==> src/rtl/n_term_single2_turnaround_bist.sv <==
// n_term_single2_turnaround_bist: north-edge single2 turnaround with registered path and LFSR loopback BIST
module n_term_single2_turnaround_bist #(
    parameter int          PIPE_STAGES = 1,
    parameter int          LOOP_DELAY  = 4,
    parameter logic [51:0] LFSR_SEED   = 52'h0_0000_0000_0001,
    parameter int          ERR_W       = 16
) (
    input  logic             UserCLK,
    input  logic             rst,
    input  logic [3:0]       N1END,
    input  logic [7:0]       N2MID,
    input  logic [7:0]       N2END,
    input  logic [15:0]      N4END,
    input  logic [15:0]      NN4END,
    output logic [3:0]       S1BEG,
    output logic [7:0]       S2BEG,
    output logic [7:0]       S2BEGb,
    output logic [15:0]      S4BEG,
    output logic [15:0]      SS4BEG,
    input  logic             mode_valid,
    input  logic [1:0]       mode,
    output logic             mode_ready,
    output logic [ERR_W-1:0] err_cnt,
    output logic             err_flag
);
    typedef enum logic [2:0] {PASS = 3'd0, HOLD = 3'd1, GEN = 3'd2, WARM = 3'd3, CHECK = 3'd4} state_t;
    localparam int WCW = $clog2(LOOP_DELAY + 1);

    state_t                       state_q, state_d;
    logic [51:0]                  m, pass_val, o_q, o_d, lfsr_q, lfsr_d, exp_val;
    logic [LOOP_DELAY-1:0][51:0]  hist_q, hist_d;
    logic [WCW-1:0]               warm_q, warm_d;
    logic [ERR_W-1:0]             err_q, err_d;
    logic                         flag_q, flag_d, ready_q, ready_d, accept, gen_on, mis, clr;

    always_comb begin
        for (int i = 0; i < 4; i++) m[i] = N1END[3-i];
        for (int i = 0; i < 8; i++) begin
            m[4+i]  = N2MID[7-i];
            m[12+i] = N2END[7-i];
        end
        for (int i = 0; i < 16; i++) begin
            m[20+i] = N4END[15-i];
            m[36+i] = NN4END[15-i];
        end
    end

    // Internal stages shift regardless of state so PASS resumes with fresh data.
    if (PIPE_STAGES == 1) begin : g_direct
        assign pass_val = m;
    end else begin : g_pipe
        logic [PIPE_STAGES-2:0][51:0] pipe_q, pipe_d;
        always_comb begin
            pipe_d[0] = m;
            for (int i = 1; i < PIPE_STAGES - 1; i++) pipe_d[i] = pipe_q[i-1];
        end
        always_ff @(posedge UserCLK) pipe_q <= rst ? '0 : pipe_d;
        assign pass_val = pipe_q[PIPE_STAGES-2];
    end

    always_comb begin
        hist_d[0] = o_q;
        for (int i = 1; i < LOOP_DELAY; i++) hist_d[i] = hist_q[i-1];
        exp_val = hist_q[LOOP_DELAY-1];
        accept  = mode_valid && ready_q;
        clr     = accept && mode == 2'd3;
        gen_on  = state_q inside {GEN, WARM, CHECK};
        o_d     = state_q == PASS ? pass_val : state_q == HOLD ? o_q : lfsr_q;
        lfsr_d  = (accept && mode[1]) ? LFSR_SEED :
                  gen_on ? {lfsr_q[50:0], lfsr_q[51] ^ lfsr_q[48]} : lfsr_q;
        warm_d  = accept ? '0 : state_q == WARM ? warm_q + 1'b1 : warm_q;
        // Mode codes line up with PASS/HOLD/GEN/WARM, so a mode-3 accept lands in WARM.
        state_d = accept ? state_t'({1'b0, mode}) :
                  (state_q == WARM && warm_q == WCW'(LOOP_DELAY - 1)) ? CHECK : state_q;
        mis     = state_q == CHECK && m != exp_val;
        err_d   = clr ? '0 : (mis && !(&err_q)) ? err_q + 1'b1 : err_q;
        flag_d  = clr ? 1'b0 : flag_q || mis;
        ready_d = state_d != WARM;
    end

    always_ff @(posedge UserCLK) begin
        if (rst) begin
            state_q <= PASS;
            o_q     <= '0;
            lfsr_q  <= LFSR_SEED;
            hist_q  <= '0;
            warm_q  <= '0;
            err_q   <= '0;
            flag_q  <= 1'b0;
            ready_q <= 1'b1;
        end else begin
            state_q <= state_d;
            o_q     <= o_d;
            lfsr_q  <= lfsr_d;
            hist_q  <= hist_d;
            warm_q  <= warm_d;
            err_q   <= err_d;
            flag_q  <= flag_d;
            ready_q <= ready_d;
        end
    end

    assign {SS4BEG, S4BEG, S2BEGb, S2BEG, S1BEG} = o_q;
    assign mode_ready = ready_q;
    assign err_cnt    = err_q;
    assign err_flag   = flag_q;
endmodule
==> config.mk <==
export PLATFORM = sky130hd
export DESIGN_NAME = n_term_single2_turnaround_bist
export DESIGN_NICKNAME = d
export VERILOG_FILES = /design/src/rtl/n_term_single2_turnaround_bist.sv
export SDC_FILE = /design/constraint.sdc
export NUM_CORES = 1
export LEC_CHECK = 0
export ABC_AREA = 0
export BUFFER_PORTS_ARGS = -buffer_cell sky130_fd_sc_hd__buf_4
export CAP_MARGIN = 20
export CORE_UTILIZATION = 30
export CTS_CLUSTER_SIZE = 16
export DETAILED_ROUTE_END_ITERATION = 7
export PLACE_DENSITY = 0.55
export SKIP_CTS_REPAIR_TIMING = 1
export SLEW_MARGIN = 20
export SYNTH_ARGS = -nofsm -noshare
export SYNTH_HDL_FRONTEND = slang
export SYNTH_SLANG_ARGS = --single-unit
==> constraint.sdc <==
create_clock -name UserCLK -period 5.1 [get_ports UserCLK]
set_clock_uncertainty 0.1 [all_clocks]
set_input_delay 0 -clock UserCLK [delete_from_list [all_inputs] [get_ports UserCLK]]
set_output_delay 0 -clock UserCLK [all_outputs]
set_load 0.005 [all_outputs]
* After elaboration in Yosys (flattened, before gate mapping) *
Cells that the tools add are included.

storage, ports and cells
  flip-flop bits (word level) = 336
  input port bits = 57
  output and inout port bits = 70

cells by class
  $add $sub $neg = 2
  equality and inequality tests = 9
  multiplexer cells = 4
  bitwise operators = 1
  reduce and logical (&&, ||, !) cells = 14

operators with widths
  cell                                                    number
  2-to-1 mux 52 bit                                       2
  inequality test 52 bit                                  1
  adder 16 x 1 -> 16 bit (second input constant)          1
  AND reduction 16 bit                                    1
  equality test 3 x 2 -> 1 bit (second input constant)    3
  logical AND 1 bit                                       6
  2-to-1 mux 3 bit                                        2
  OR reduction 2 bit                                      3
  adder 3 x 1 -> 3 bit (second input constant)            1
  equality test 3 x 1 -> 1 bit (second input constant)    1
  equality test 3 bit (second input constant)             1
  zero test 3 bit                                         1
  inequality test 3 x 2 -> 1 bit (second input constant)  1
  nonzero test 3 bit                                      1
  equality test 2 bit (second input constant)             1
  inequality test 2 bit (second input constant)           1
  zero test 1 bit                                         1
  logical OR 1 bit                                        1
  XOR 1 bit                                               1

* Depth between registers and ports, before layout *
Gate-level depths: netlist of run 1.

  depth in word-level cells = 5
  depth in mapped cells = 9
  gate-level depth less buffers = 6

* Worst setup path after synthesis of run 1 *
OpenSTA, ideal clock, no wires.

  path type = register to register
  from = register err_q[6] (netlist: err_cnt[6])
  to = register err_q[15] (netlist: err_cnt[15])
  data arrival time = 1.826 ns
  required time = 4.930 ns
  path slack = 3.103 ns
  cell stages (with the launch flop) = 7
  cells stage by stage = dfxtp_1 -> and4_4 -> and4_1 -> nand2_1 -> or4_1 -> or3_1 -> a21oi_1

between the ends
  cells in the longest elaborated chain, start to end = 3

ends and longest elaborated chain
  what                                                            line  source
  start: declaration                                              33    logic [ERR_W-1:0] err_q, err_d;
  start signal: assignment                                        97    err_q <= err_d;
  branches (longest 3 deep; another with adder 16 x 1 -> 16 bit)  n/a

Parallel ways; which one is timed is not known.
A chain may end at the register's enable or synchronous reset.

* Worst setup path after layout of run 1 *
  from = register hist_q (netlist bit exp_val[29])
  to = register err_q[5] (netlist: err_cnt[5])

between the ends
  cells in the longest elaborated chain, start to end = 3

ends and longest elaborated chain
  what                      line  source
  start: declaration        31    logic [LOOP_DELAY-1:0][51:0] hist_q, hist_d;
  start signal: assignment  95    hist_q <= hist_d;
  inequality test 52 bit    75    mis = state_q == CHECK && m != exp_val;
  logical AND 1 bit         75
  logical AND 1 bit         76    err_d = clr ? '0 : (mis && !(&err_q)) ? err_q + 1'b1 : err_q;

No other way between the ends.

==> impl_metrics.yaml, run 1 <==
clock_tree:
  clock_sinks: 336
  cts_buffer_depth: 3
  h-tree-depth: 2
  numCtsBuffers: 38
  cts_tree: "built"
  clkSlewWorstSetupHoldPaths_ns: 0.06
  cts_root_buffer: "clkbuf_16"
  clock_latency_ns: 0.53
synth:
  synth_xor_area_frac: 0.0402
  yosysSeqAreaShare: 0.572
  synth_top_family_by_area: "simple AND/OR/NAND/NOR gates"
  synthAdderAreaFrac: 0.00319
  syn-cell-area_mm2: 0.0118
  yosys_register_bits: 336
  syn_inst: 1172
  synth_top_area_frac: 0.572
  yosysWarnings: 0
  synth_edf_count: 0
  syn-num-nets: 1232
  muxShareOfSynthArea: 0.0477
  synthSimpleGateAreaFrac: 0.205
  synth_top_cells_by_area: "dfxtp_1, nor2b_1, mux2i_1, xnor2_1, nand2_1"
  synth_commonest_cells: "dfxtp_1, nor2b_1, nand2_1"
  yosysMostFrequentCell: "dfxtp_1"
  async_reset_ff_frac: 0
  synth_compound_area_frac: 0.0740
  ys_types: 38
  ys.flop_type: "dfxtp_1"
  yosys.area.top_type: "dfxtp_1"
  synth_area_per_cell_um2: 10.0
placed_design:
  io_buffer_count: 126
  dpl_worst_slack_ns: 2.64
  place_congestion: 0.808
  post-dp-hpwl_um: 17900
route:
  remaining_drc_errors: 0
  first_iter_violations: 405
  vias: 7926
  drt-vias-per-instance: 4.35
  ant_nets: 0
  wl_per_cell_um: 15.2
  dr.pass1.iters: 5
  finalWirelength_um: 27700
critical_path:
  critPathKind: "reg2reg"
  ff2ff_path_depth: 6
  critPathTopFamily: "simple AND/OR/NAND/NOR gates"
  worstPathArrival_ns: 2.84
  crit_end: "err_cnt[5]"
  start_kind: "flip-flop"
  path_buf_inv: 0
  regToRegStartpoint: "exp_val[29]"
  reg2reg_slack_ns: 2.62
  cp_max_fo: 25
  rr_endpoint: "err_cnt[5]"
  path_depth: 6
  max_stage_delay_ns: 0.83
  path_cells: "xnor2_1, nand4_1, nor4_1, and4_1, o311ai_0, nand2_1"
  critPathCaptureType: "flip-flop"
  critPathLaunch: "exp_val[29]"
  cp.required_ns: 5.46
  crit_slowest_cell: "and4_1"
timing:
  worstMarginPinSlew_ns: 1.02
  fin_crit_sh: 0.486
  layout_setup_ws_ns: 2.62
  setup_tns_ns: 0
  max_slew_margin: 0.318
  drv_slew: 0
  setup_violations: 0
  finalHoldViolCount: 0
  rsz0062_at_grt: "false"
  fmax_mhz: 403
  min_period_ns: 2.48
die:
  start_util: 0.304
  std_cell_rows: 72
  die-area_mm2: 0.0400
  coreArea_mm2: 0.0386
  die_height_um: 200
  io-pin-count: 127
  chipWidth_um: 200
power_and_ir_drop:
  power_leakage_uw: 0.00576
  finalPower_uw: 5850
  powerDensity_mw_per_mm2: 402
  vdd_drop_max_v: 0.000221
global_route:
  grt_max_degree: 130
  grt_pass1_wl_um: 42200
  antenna_found_initial: 0
  grt_pass1_vias: 7362
  track_usage: 0.138
  gr-total-overflow: 0
final_layout:
  area_growth_pct: 23.9
  drive_gt1_frac: 0.156
  final_nets: 1338
  antenna_cells: 0
run:
  maxCapViolations: 0
min_path:
  hp-class: "in2reg"
status:
  status: "completed"
-- registers in the layout, summed over array words and instances (netlist names) --
register,flops
hist_d,156
lfsr_q,52
warm_q,3
o_q,52
state_q,3
err_flag,1
err_cnt,16
exp_val,52
mode_ready,1
-- cells in the final DEF (no fill, tap or decap), types with 6 or more instances in the layout --
master           n
or4_1            6
nor2b_1        208
nand2_1        115
a21oi_1         65
clkbuf_8        10
nor2_1          65
xnor2_1         53
nand4_1         20
dfxtp_1        336
nor3_1           8
a211oi_1        53
nand3_1         11
clkinv_2         9
dlygate4sd3_1   55
and3_1           6
mux2i_1         56
buf_4          134
o31ai_1          6
clkbuf_16       38
-- stage by stage --
stage	hold WS, ns	util	instances	instance area (µm²)
finish	0.0425	0.377	1824	14600
global route	0.0951	0.377	1824	14600
CTS	-0.278	0.363	1769	14000
detailed placement	0.284	0.330	1701	12800
global placement	0.279	0.330	1701	12800
floorplan	0.0982	-	1172	11800
-- per-layer routing --
metal  global-route usage  wire length (µm)  vias up
met5                    0                 0        -
met1                0.185             13100     3702
li1                     -                 -     4031
met2                0.223             12900      151
met4               0.0387               515        0
met3               0.0287              1200       42
-- cell families after synthesis --
group / Yosys count
simple gates: 457
fa+ha+maj: 3
buf+inv: 127
xor+xnor: 54
mux: 56
flops: 336
compound gates: 139
-- where the power goes --
part | leakage (µW) | internal, µW | switching, µW | total, µW
sequential | 0.00273 | 2710 | 43.5 | 2750
combinational | 0.00240 | 200 | 209 | 409
clock | 0.000627 | 1610 | 1080 | 2690
-- worst min-delay path by stage --
stage               from    endpoint  slack [ns]  depth (start not counted)
2_1_floorplan    mode[1]  state_q[1]         0.1                          2
3_3_place_gp   NN4END[4]     o_q[47]        0.28                          3
3_5_place_dp   NN4END[8]     o_q[43]        0.28                          3
4_1_cts         N2MID[4]      o_q[7]       -0.28                          3
5_1_grt              rst  state_q[0]         0.1                          2
6_report             rst  state_q[0]        0.04                          2
-- worst reg2reg max path: cells and delay by family, from the launching register on --
kind	cells	cell delay [ns]
compound gates	1	0.31
xor+xnor	1	0.24
flops	1	0.30
simple gates	4	1.46
-- layout make-up --
type | count | area [µm²]
Inverter | 3 | 11.3
Timing Repair Buffer | 190 | 1570
Fill cell | 3806 | 24100
Sequential cell | 336 | 6730
Clock inverter | 16 | 156
Clock buffer | 52 | 1090
Tap cell | 518 | 648
Multi-Input combinational cell | 709 | 4370
(Power assumes the default switching activity.)
==> run 2: changes to the inputs <==
==> constraint.sdc (replaced) <==
create_clock -name UserCLK -period 2.4 [get_ports UserCLK]
set_clock_uncertainty 0.1 [all_clocks]
set_input_delay 0 -clock UserCLK [delete_from_list [all_inputs] [get_ports UserCLK]]
set_output_delay 0 -clock UserCLK [all_outputs]
set_load 0.005 [all_outputs]
==> impl_metrics.yaml, run 2 (synthesis gave the netlist of run 1 again) <==
status:
  status: "completed"
power_and_ir_drop:
  powerDensity_mw_per_mm2: 844
  pwr-share-comb: 0.072
  switchingPower_uw: 2730
  finalPower_uw: 12400
  power_leakage_uw: 0.00581
  swShare: 0.220
  pwr-share-seq: 0.472
  vdd_drop_max_v: 0.000379
  clkPwrFrac: 0.456
  p_int_uw: 9660
die:
  die_height_um: 200
  chipWidth_um: 200
  coreArea_mm2: 0.0386
  die-area_mm2: 0.0400
  start_util: 0.304
  io-pin-count: 127
  std_cell_rows: 72
critical_path:
  worstPathArrival_ns: 2.47
  start_kind: "flip-flop"
  cp_max_fo: 5
  cp.required_ns: 2.67
  critPathCaptureType: "flip-flop"
  critPathKind: "reg2reg"
final_layout:
  final_common_cell: "dfxtp_1"
  area_growth_pct: 24.9
  final_nets: 1348
  largest_reg_flops: 156
  antenna_cells: 0
  drive_gt1_frac: 0.157
  final_cell_mix: "dfxtp_1, nor2b_1, buf_4, nand2_1"
run:
  maxCapViolations: 0
timing:
  min_period_ns: 2.20
  drv_slew: 0
  fin_crit_sh: 0.917
  worstMarginPinSlew_ns: 1.05
  whs_ns: 0.321
  max_slew_margin: 0.301
  setup_tns_ns: 0
  rsz0062_at_grt: "false"
  setup_violations: 0
  finalHoldViolCount: 0
  fmax_mhz: 455
clock_tree:
  h-tree-depth: 2
  cts_root_buffer: "clkbuf_16"
  clkSlewWorstSetupHoldPaths_ns: 0.06
  cts_buffer_depth: 3
  clock_sinks: 336
  clock_latency_ns: 0.51
  numCtsBuffers: 37
  cts_tree: "built"
route:
  finalWirelength_um: 27400
  vias: 7908
  remaining_drc_errors: 0
  first_iter_violations: 423
  ant_nets: 0
  drt-vias-per-instance: 4.31
  dr.pass1.iters: 6
  wl_per_cell_um: 15.0
global_route:
  grt_max_degree: 162
  grt_pass1_wl_um: 41500
  track_usage: 0.136
  gr-total-overflow: 0
  grt_pass1_vias: 7164
  antenna_found_initial: 0
placed_design:
  io_buffer_count: 126
  post-dp-hpwl_um: 18200
  place_congestion: 0.841
min_path:
  hp-class: "in2reg"
run 2: cell count changes in the layout (fill, tap and decap cells not counted):
cell	previous run	this run
buf_4	134	139
clkbuf_1	5	10
buf_12	0	4
clkbuf_8	10	6
clkinv_2	9	6
clkinv_4	2	0
dlygate4sd3_1	55	57
bufinv_16	2	3
clkbuf_16	38	39
clkinv_8	1	0
clkinvlp_4	0	1
run 2: critical path: stages (launching register included):
cell and delay (ns):
dfxtp_1 0.30, xnor2_1 0.30, nand4_1 0.20, nor4_1 0.39, nand4_1 0.37, a41oi_1 0.33
nor3_1 0.07
run 2: worst paths after layout:
check | startpoint | endpoint | slack, ns | cells past startpoint
max | exp_val[35] | err_cnt[12] | 0.20 | 6
min | N4END[15] | o_q[20] | 0.32 | 4
max reg2reg | exp_val[35] | err_cnt[12] | 0.20 | 6
min reg2reg | hist_d[166] | exp_val[10] | 0.33 | 1
run 2: final cells by class:
class / instances / area [µm²]
Multi-Input combinational cell: 709 / 4370
Fill cell: 3774 / 24000
Tap cell: 518 / 648
Inverter: 3 / 11.3
Sequential cell: 336 / 6730
Clock buffer: 54 / 1080
Timing Repair Buffer: 201 / 1710
Clock inverter: 12 / 145
run 2: power groups by stage:
stage	clock, µW	sequential (µW)	combinational, µW
2_1_floorplan	0	5940	552
3_3_place_gp	0	5970	828
3_5_place_dp	0	5980	833
4_1_cts	5810	5850	837
5_1_grt	6060	5870	971
6_report	5650	5850	889
run 2: layer usage:
layer,up-vias,global-route usage,share of wire
met3,42,0.0249,0.042
met2,155,0.218,0.45
li1,4055,-,-
met1,3656,0.184,0.48
met5,-,0,0
met4,0,0.0435,0.025
run 2: stage by stage:
step | worst slack [ns] | std cells | util | instance area (µm²)
floorplan | 0.403 | 1172 | - | 11800
global placement | 0.186 | 1710 | 0.333 | 12900
detailed placement | 0.188 | 1710 | 0.333 | 12900
CTS | 0.178 | 1776 | 0.365 | 14100
global route | 0.0871 | 1833 | 0.380 | 14700
finish | 0.200 | 1833 | 0.380 | 14700
